==> config.mk <==
export PLATFORM = sky130hd
export DESIGN_NAME = gate_tt_sequencer
export DESIGN_NICKNAME = d
export VERILOG_FILES = /design/src/rtl/gate_tt_defs_pkg.sv /design/src/rtl/gate_tt_sequencer_dwell_counter.sv /design/src/rtl/gate_tt_sequencer.sv
export SDC_FILE = /design/constraint.sdc
export NUM_CORES = 1
export LEC_CHECK = 0
export CORE_UTILIZATION = 25
export CTS_BUF_LIST = sky130_fd_sc_hd__clkbuf_16
export DETAILED_ROUTE_END_ITERATION = 10
export PLACE_DENSITY = 0.55
export RECOVER_POWER = 100
export SLEW_MARGIN = 25
export SYNTH_ARGS = -nofsm -noshare
export SYNTH_HDL_FRONTEND = slang
export SYNTH_HIERARCHICAL = 1
export SYNTH_SLANG_ARGS = --single-unit
==> constraint.sdc <==
create_clock -name clk -period 1.55 [get_ports clk]
set_input_delay 0.155 -clock clk [delete_from_list [all_inputs] [get_ports clk]]
set_output_delay 0.155 -clock clk [all_outputs]
set_load 0.05 [all_outputs]
==> src/rtl/gate_tt_defs_pkg.sv <==
// Shared state encodings and truth-table row constants
// for the gate truth-table sequencer.
package gate_tt_defs_pkg;

    typedef enum logic [1:0] {
        ST_IDLE  = 2'd0,
        ST_DRIVE = 2'd1,
        ST_DONE  = 2'd2
    } state_t;

    localparam logic [1:0] ROW_00 = 2'b00;
    localparam logic [1:0] ROW_01 = 2'b01;
    localparam logic [1:0] ROW_10 = 2'b10;
    localparam logic [1:0] ROW_11 = 2'b11;

endpackage

==> src/rtl/gate_tt_sequencer_dwell_counter.sv <==
// Dwell counter: counts cycles a row is held and flags the
// final cycle (count == DWELL-1).
module dwell_counter #(
    parameter int DWELL = 50,
    localparam int W = (DWELL > 1) ? $clog2(DWELL) : 1
) (
    input  logic clk,
    input  logic reset_n,
    input  logic clr,
    input  logic en,
    output logic last
);

    localparam logic [W-1:0] LAST_CNT = W'(DWELL - 1);

    logic [W-1:0] cnt_q, cnt_d;

    always_comb begin
        cnt_d = cnt_q;
        if (clr)
            cnt_d = '0;
        else if (en)
            cnt_d = cnt_q + W'(1);
    end

    always_ff @(posedge clk or negedge reset_n) begin
        if (!reset_n)
            cnt_q <= '0;
        else
            cnt_q <= cnt_d;
    end

    assign last = (cnt_q == LAST_CNT);

endmodule

==> src/rtl/gate_tt_sequencer.sv <==
// Sweeps a 2-input gate through rows 00..11, holding each row
// DWELL cycles and checking the gate output on the last one.
module gate_tt_sequencer
    import gate_tt_defs_pkg::*;
#(
    parameter int DWELL = 50
) (
    input  logic       clk,
    input  logic       reset_n,
    input  logic       start,
    input  logic [3:0] exp_tt,
    input  logic       gate_o,
    output logic       gate_a,
    output logic       gate_b,
    output logic       busy,
    output logic       done,
    output logic       pass,
    output logic [3:0] fail_mask
);

    state_t     state_q, state_d;
    logic [1:0] row_q, row_d;
    logic [3:0] exp_q, exp_d;
    logic [3:0] fail_q, fail_d;
    logic       pass_q, pass_d;
    logic       last, cnt_clr, cnt_en;

    dwell_counter #(.DWELL(DWELL)) u_dwell (
        .clk     (clk),
        .reset_n (reset_n),
        .clr     (cnt_clr),
        .en      (cnt_en),
        .last    (last)
    );

    always_comb begin
        state_d = state_q;
        row_d   = row_q;
        exp_d   = exp_q;
        fail_d  = fail_q;
        pass_d  = pass_q;
        cnt_clr = 1'b1;
        cnt_en  = 1'b0;
        gate_a  = 1'b0;
        gate_b  = 1'b0;
        busy    = 1'b0;
        done    = 1'b0;
        unique case (state_q)
            ST_IDLE: begin
                if (start) begin
                    exp_d   = exp_tt;
                    fail_d  = '0;
                    pass_d  = 1'b0;
                    row_d   = ROW_00;
                    state_d = ST_DRIVE;
                end
            end
            ST_DRIVE: begin
                busy             = 1'b1;
                {gate_a, gate_b} = row_q;
                cnt_en           = 1'b1;
                cnt_clr          = last;
                if (last) begin
                    if (gate_o != exp_q[row_q])
                        fail_d[row_q] = 1'b1;
                    if (row_q == ROW_11) begin
                        // pass must already be valid in the done cycle
                        pass_d  = (fail_d == 4'b0000);
                        state_d = ST_DONE;
                    end else begin
                        row_d = row_q + 2'd1;
                    end
                end
            end
            ST_DONE: begin
                busy    = 1'b1;
                done    = 1'b1;
                row_d   = ROW_00;
                state_d = ST_IDLE;
            end
            default: begin
                state_d = ST_IDLE;
                row_d   = ROW_00;
            end
        endcase
    end

    always_ff @(posedge clk or negedge reset_n) begin
        if (!reset_n) begin
            state_q <= ST_IDLE;
            row_q   <= ROW_00;
            exp_q   <= '0;
            fail_q  <= '0;
            pass_q  <= 1'b0;
        end else begin
            state_q <= state_d;
            row_q   <= row_d;
            exp_q   <= exp_d;
            fail_q  <= fail_d;
            pass_q  <= pass_d;
        end
    end

    assign pass      = pass_q;
    assign fail_mask = fail_q;

endmodule

==> impl_metrics.tcl, run 1 <==
set metrics [dict create \
    syn_area_per_cell_um2 10.5 \
    htree_levels 1 \
    utilization_pct 38.1 \
    wl_per_cell_um 12.4 \
    synth_commonest_cells "19 x dfrtp_1, 14 x nor2_1, 9 x ha_1" \
    core_um2 4090 \
    fin_crit_sh_pct 97.7 \
    critPathLaunch "row_q[0]$_DFFE_PN0P_" \
    synth_top_family_by_area "simple AND/OR/NAND/NOR gates" \
    cts_tree "built" \
    synth_area_leader_cell "dfrtp_1" \
    status "finished, final reports clean" \
    hold_violations 0 \
    synth-simple-area-share_pct 15.8 \
    critPathTopFamily "multiplexers" \
    required_ns 1.69 \
    maxCapViolations 0 \
    crit_path_end "fail_mask[0]$_DFFE_PN0P_" \
    firstDrtPassIters 4 \
    synth_most_common_cell "dfrtp_1" \
    rows 23 \
    worstPathCellList "mux4_2 -> xnor2_2 -> nor2_2 -> a22o_1" \
    async_flop_share_pct 100 \
    hold_depth 2 \
    fin_ws_ns 0.0352 \
    postPlaceCellArea_um2 1440 \
    slew_viol_final 0 \
    synth_nets 120 \
    drt-vias-per-instance 4.66 \
    grt_max_degree 20 \
    routed_wl_mm 2.34 \
    synth-compound-area-share_pct 11.6 \
    grt_pass1_vias 875 \
    grt_antenna_before_repair 0 \
    cp-end-kind "flip-flop" \
    synthesis.area_um2 1080 \
    cts_root_buf "clkbuf_16" \
    setup.worst_path.class "reg -> reg" \
    drc 0 \
    die_h_um 67.8 \
    synth_ff_type "dfrtp_1" \
    r2r_end "fail_mask[0]$_DFFE_PN0P_" \
    synth_fa_ha_area_share_pct 10.4 \
    syn_inst 103 \
    synthTopCellsByArea "dfrtp_1 44%, ha_1 10%, nor2_1 4.9%" \
    synth_xor_area_share_pct 6.36 \
    power.density_nw_per_um2 687 \
    rrSetupSlack_ns 0.04 \
    max_freq_ghz 0.660 \
    via_count 880 \
    post-place-ws_ns 0.0437 \
    grt_pass1_wl_mm 3.91 \
    synth.distinct_cells 30 \
    start_kind "flip-flop" \
    io_buffers 16 \
    path_buf_inv 0 \
    clk_path_buf_depth 2 \
    hold_class "reg -> reg" \
    area_growth_pct 43.7 \
    synth_top_cell_area_share_pct 43.9 \
    finalCriticalPeriod_ns 1.51 \
    skew_ns 0.00306 \
    nNetsFinal 157 \
    clk_pin_slew_worst_paths_ns 0.05 \
    cellLeakagePower_nw 0.694 \
    dp_cells 182 \
    worstRegToRegCells 4 \
    grt_use_total_pct 11.6 \
    slowest_stage "mux4_2" \
    die_width_um 67.8 \
    worst-slew-pin-transition_ns 1.03 \
    diodes 0 \
    dpl.hpwl_mm 1.80 \
    cp_num_cells 4 \
    grt_overflow 0 \
    synth_mux_area_share_pct 8.09 \
    crit_fanout 4 \
    ant_nets 0 \
    clkLatencyLatePin_ns 0.25 \
    max_slew_margin_pct 31.5 \
    p_total_mw 1.07 \
    ys_warn_count 6 \
    cts_sinks 19 \
    ir_worst_vdd_v 0.000312 \
    io_pins 17 \
    r2r_start "row_q[0]$_DFFE_PN0P_" \
    synth-seq-area-share_pct 43.9 \
    ys_ff_latch 19 \
    slowest_delay_ns 0.53 \
    final_cell_area_um2 1560 \
    rsz0062_at_grt "true" \
    dieArea_um2 4600 \
    drive_above_1_share_pct 30.2 \
    cts_buffers 3 \
    stdcell_count 189 \
    start_util_pct 26.5 \
    synth_edf_count 0 \
    finalSetupViolations 0 \
    gp_congestion 0.830 \
    critPathArrivalTime_ns 1.66 \
    drt_iter0_markers 32 \
]
[registers in the layout, indices dropped and copies added, names as in the netlist]
signal and cells:
fail_mask 4, u_dwell/cnt_q 6, state_q 2, row_q 2
exp_q 4, pass 1
[power by group]
group / internal [mW] / total, mW / switching [mW]
Sequential: 0.497 / 0.497 / 0
Clock: 0.346 / 0.530 / 0.184
Combinational: 0.0226 / 0.0420 / 0.0194
Total: 0.865 / 1.07 / 0.203
[worst reg2reg max path, cell delays in order (launching register included)]
cell and delay (ns):
dfrtp_1 0.37, mux4_2 0.53, xnor2_2 0.19, nor2_2 0.08
a22o_1 0.23
[cell families after synthesis]
kind of cell | count (synthesis)
AO/OA/AOI/OAI | 18
AND/OR/NAND/NOR | 34
buffers and inverters | 9
flip-flops | 19
multiplexers | 7
adder cells (fa/ha/maj) | 9
XOR/XNOR | 7
[cell type report]
class	count	area, um2
clock inverters	1	5.00
inverters	7	30.0
multi-input cells	75	607
fillers	419	2530
repair buffers	34	300
well taps	50	62.6
clock buffers	3	75.1
flip-flops and latches	19	475
[per-stage QoR]
step / setup TNS [ns] / hold WS [ns]
after CTS: 0 / 0.246
after detailed placement: 0 / 0.512
final: 0 / 0.512
after floorplan: -0.0656 / -0.141
after global placement: 0 / 0.517
after global routing: -0.0266 / 0.516
[worst min-delay path by stage]
stage / end / from
6_report: pass$_DFFE_PN0P_ / pass$_DFFE_PN0P_
5_1_grt: exp_q[3]$_DFFE_PN0P_ / exp_tt[3]
3_5_place_dp: pass$_DFFE_PN0P_ / pass$_DFFE_PN0P_
4_1_cts: exp_q[3]$_DFFE_PN0P_ / reset_n
3_3_place_gp: exp_q[2]$_DFFE_PN0P_ / reset_n
2_1_floorplan: exp_q[0]$_DFFE_PN0P_ / reset_n
[placed cells by master (no fill, tap or decap), types with 5 or more instances in the layout]
cell type | synthesis | routed
xor2_1 | 5 | 5
a21oi_1 | 5 | 5
clkbuf_1 | 1 | 6
clkdlybuf4s50_1 | 0 | 6
dfrtp_1 | 19 | 19
buf_4 | 0 | 17
nand2_1 | 5 | 5
ha_1 | 9 | 7
a22o_1 | 5 | 5
nor2_1 | 14 | 11
[metal layers]
| metal | track usage (%) | share of wire (%) | vias up |
|---|---|---|---|
| met4 | 5.47 | 1.5 | 0 |
| met2 | 19.9 | 46 | 30 |
| li1 | - | - | 434 |
| met1 | 14.3 | 48 | 413 |
| met5 | 0 | 0 | - |
| met3 | 1.52 | 4.5 | 3 |
[timing repair]
action	CTS	global route
pin swaps	0	3
gates cloned	0	0
hold buffers	0	0
resized for setup	3	8
endpoints found under the setup margin	2	6
setup buffers	0	3
(Power assumes the default switching activity.)
==> run 2: changes to the inputs <==
ABC_CLOCK_PERIOD_IN_PS = 1550   (was unset)
CORE_UTILIZATION = 47   (was 25)
PLACE_DENSITY = 0.84   (was 0.55)
SLEW_MARGIN = unset   (was 25)
==> impl_metrics.tcl, run 2 (synthesis gave the netlist of run 1 again) <==
set metrics [dict create \
    drt-vias-per-instance 5.42 \
    firstDrtPassIters 5 \
    status "finished, final reports clean" \
    utilization_pct 66.1 \
    nNetsFinal 153 \
    hold_violations 0 \
    ff_latch_area_um2 475 \
    diodes 0 \
    multiInputGateArea_um2 597 \
    fill_cells 177 \
    grt_antenna_before_repair 0 \
    critPathLaunch "row_q[0]$_DFFE_PN0P_" \
    drive_above_1_share_pct 26.7 \
    wl_met1_um 961 \
    grt_pass1_vias 961 \
    critPathArrivalTime_ns 1.66 \
    worstPathCellList "mux4_2 -> xnor2_2 -> nor2_2 -> a22o_1" \
    cts_buffers 3 \
    cp-end-kind "flip-flop" \
    drc 0 \
    skew_ns 0.00103 \
    p_sw_share_pct 19.4 \
    maxCapViolations 0 \
    fin_crit_sh_pct 98.5 \
    grt_use_total_pct 21.4 \
    rsz0062_at_grt "true" \
    top_register "u_dwell/cnt_q" \
    hold_class "reg -> reg" \
    cellLeakagePower_nw 0.663 \
    worst-slew-pin-transition_ns 1.05 \
    die_width_um 50.0 \
    clockPowerShare_pct 49.9 \
    clk_path_buf_depth 2 \
    dieArea_um2 2500 \
    max_slew_margin_pct 29.8 \
    internal_power_mw 0.864 \
    comb_power_share_pct 3.8 \
    clkLatencyLatePin_ns 0.25 \
    crit_path_end "fail_mask[0]$_DFFE_PN0P_" \
    pwr-share-seq_pct 46.3 \
    power_switching_mw 0.208 \
    setup.worst_path.class "reg -> reg" \
    required_ns 1.69 \
    layout_commonest_cell "dfrtp_1" \
    grt_overflow 0 \
    cp_num_cells 4 \
    htree_levels 1 \
    finalCriticalPeriod_ns 1.53 \
    drt_iter0_markers 16 \
    max_freq_ghz 0.655 \
    clk_pin_slew_worst_paths_ns 0.05 \
    dpl.hpwl_mm 1.76 \
    io_buffers 16 \
    gp_congestion 0.838 \
    cts_hold_buf 0 \
    slew_viol_final 0 \
    finalSetupViolations 0 \
    core_um2 2190 \
    post-place-ws_ns 0.0147 \
    cts_tree "built" \
    ant_nets 0 \
    final_cell_mix "19 x dfrtp_1, 11 x nor2_1, 11 x buf_4, 7 x ha_1" \
    slowest_delay_ns 0.54 \
    fin_ws_ns 0.0236 \
    power.density_nw_per_um2 740 \
    worstRegToRegCells 4 \
    rows 17 \
    start_kind "flip-flop" \
    path_buf_inv 0 \
    largest_reg_flops 6 \
    r2r_start "row_q[0]$_DFFE_PN0P_" \
    via_count 884 \
    area_growth_pct 33.9 \
    grt_pass1_wl_mm 3.91 \
    r2r_end "fail_mask[0]$_DFFE_PN0P_" \
    wl_per_cell_um 14.0 \
    route.met3.wl_um 75 \
    routed_wl_mm 2.28 \
    highest_layer "met4" \
    cts_sinks 19 \
    grt_max_degree 20 \
    io_pins 17 \
    die_h_um 50.0 \
    rrSetupSlack_ns 0.02 \
    critPathTopFamily "multiplexers" \
    cts_root_buf "clkbuf_16" \
    ir_worst_vdd_v 0.000609 \
    crit_fanout 4 \
    wl_met2_mm 1.19 \
    start_util_pct 49.4 \
    slowest_stage "mux4_2" \
]
-- run 2: cell count changes in the layout (fill, tap and decap cells not counted), moves of 2 or more --
cell	before	now
nor2_2	1	3
clkbuf_2	0	3
inv_1	4	6
nor2_4	2	0
buf_4	17	11
buf_12	4	2
-- run 2: worst min path at each step --
stage,start,cells past startpoint,slack [ns],end
after floorplan,reset_n,0,-0.14,exp_q[0]$_DFFE_PN0P_
after global placement,reset_n,2,0.51,state_q[0]$_DFFE_PN0P_
after detailed placement,pass$_DFFE_PN0P_,2,0.50,pass$_DFFE_PN0P_
after CTS,reset_n,2,0.25,fail_mask[3]$_DFFE_PN0P_
after global routing,exp_tt[3],2,0.53,exp_q[3]$_DFFE_PN0P_
final,pass$_DFFE_PN0P_,2,0.50,pass$_DFFE_PN0P_
-- run 2: power groups by stage --
stage	logic, mW	clock network, mW	registers, mW
floorplan	0.00796	0	0.505
global placement	0.0421	0	0.505
detailed placement	0.0440	0	0.505
CTS	0.0439	0.544	0.496
global route	0.0457	0.563	0.496
finish	0.0408	0.535	0.496
-- run 2: layout make-up --
| type | instances | area share, % |
|---|---|---|
| inverter | 7 | 1.81 |
| multi-input combinational | 75 | 41.2 |
| clock buffer | 3 | 5.18 |
| tap | 28 | 2.42 |
| clock inverter | 1 | 0.345 |
| sequential | 19 | 32.8 |
| timing repair buffer | 30 | 16.2 |
-- run 2: through the flow --
| step | std cells | hold WS, ns | area (um2) | setup TNS [ns] | power [mW] |
|---|---|---|---|---|---|
| detailed placement | 158 | 0.495 | 1400 | 0 | 0.549 |
| global route | 163 | 0.526 | 1450 | -0.164 | 1.10 |
| CTS | 162 | 0.252 | 1490 | 0 | 1.08 |
| finish | 163 | 0.500 | 1450 | 0 | 1.07 |
| global placement | 158 | 0.506 | 1400 | 0 | 0.547 |
| floorplan | 103 | -0.141 | 1090 | -0.0656 | 0.513 |
-- run 2: tightest hold or removal path, cell delays in order, from the launching register on --
cell	delay, ns
dfrtp_1	0.34
o31ai_1	0.07
o31ai_1	0.06
-- run 2: metal layers --
layer,up-vias,global-route usage [%]
li1,428,-
met1,428,22.2
met2,23,39.6
met3,5,3.70
met4,0,11.9
met5,-,0
-- run 2: repair_timing --
| item | CTS | global route |
|---|---|---|
| setup endpoints to repair | 3 | 13 |
| pin swaps | 1 | 5 |
| setup buffers | 0 | 1 |
| gates resized for setup | 3 | 6 |
| hold endpoints to repair | 0 | 0 |
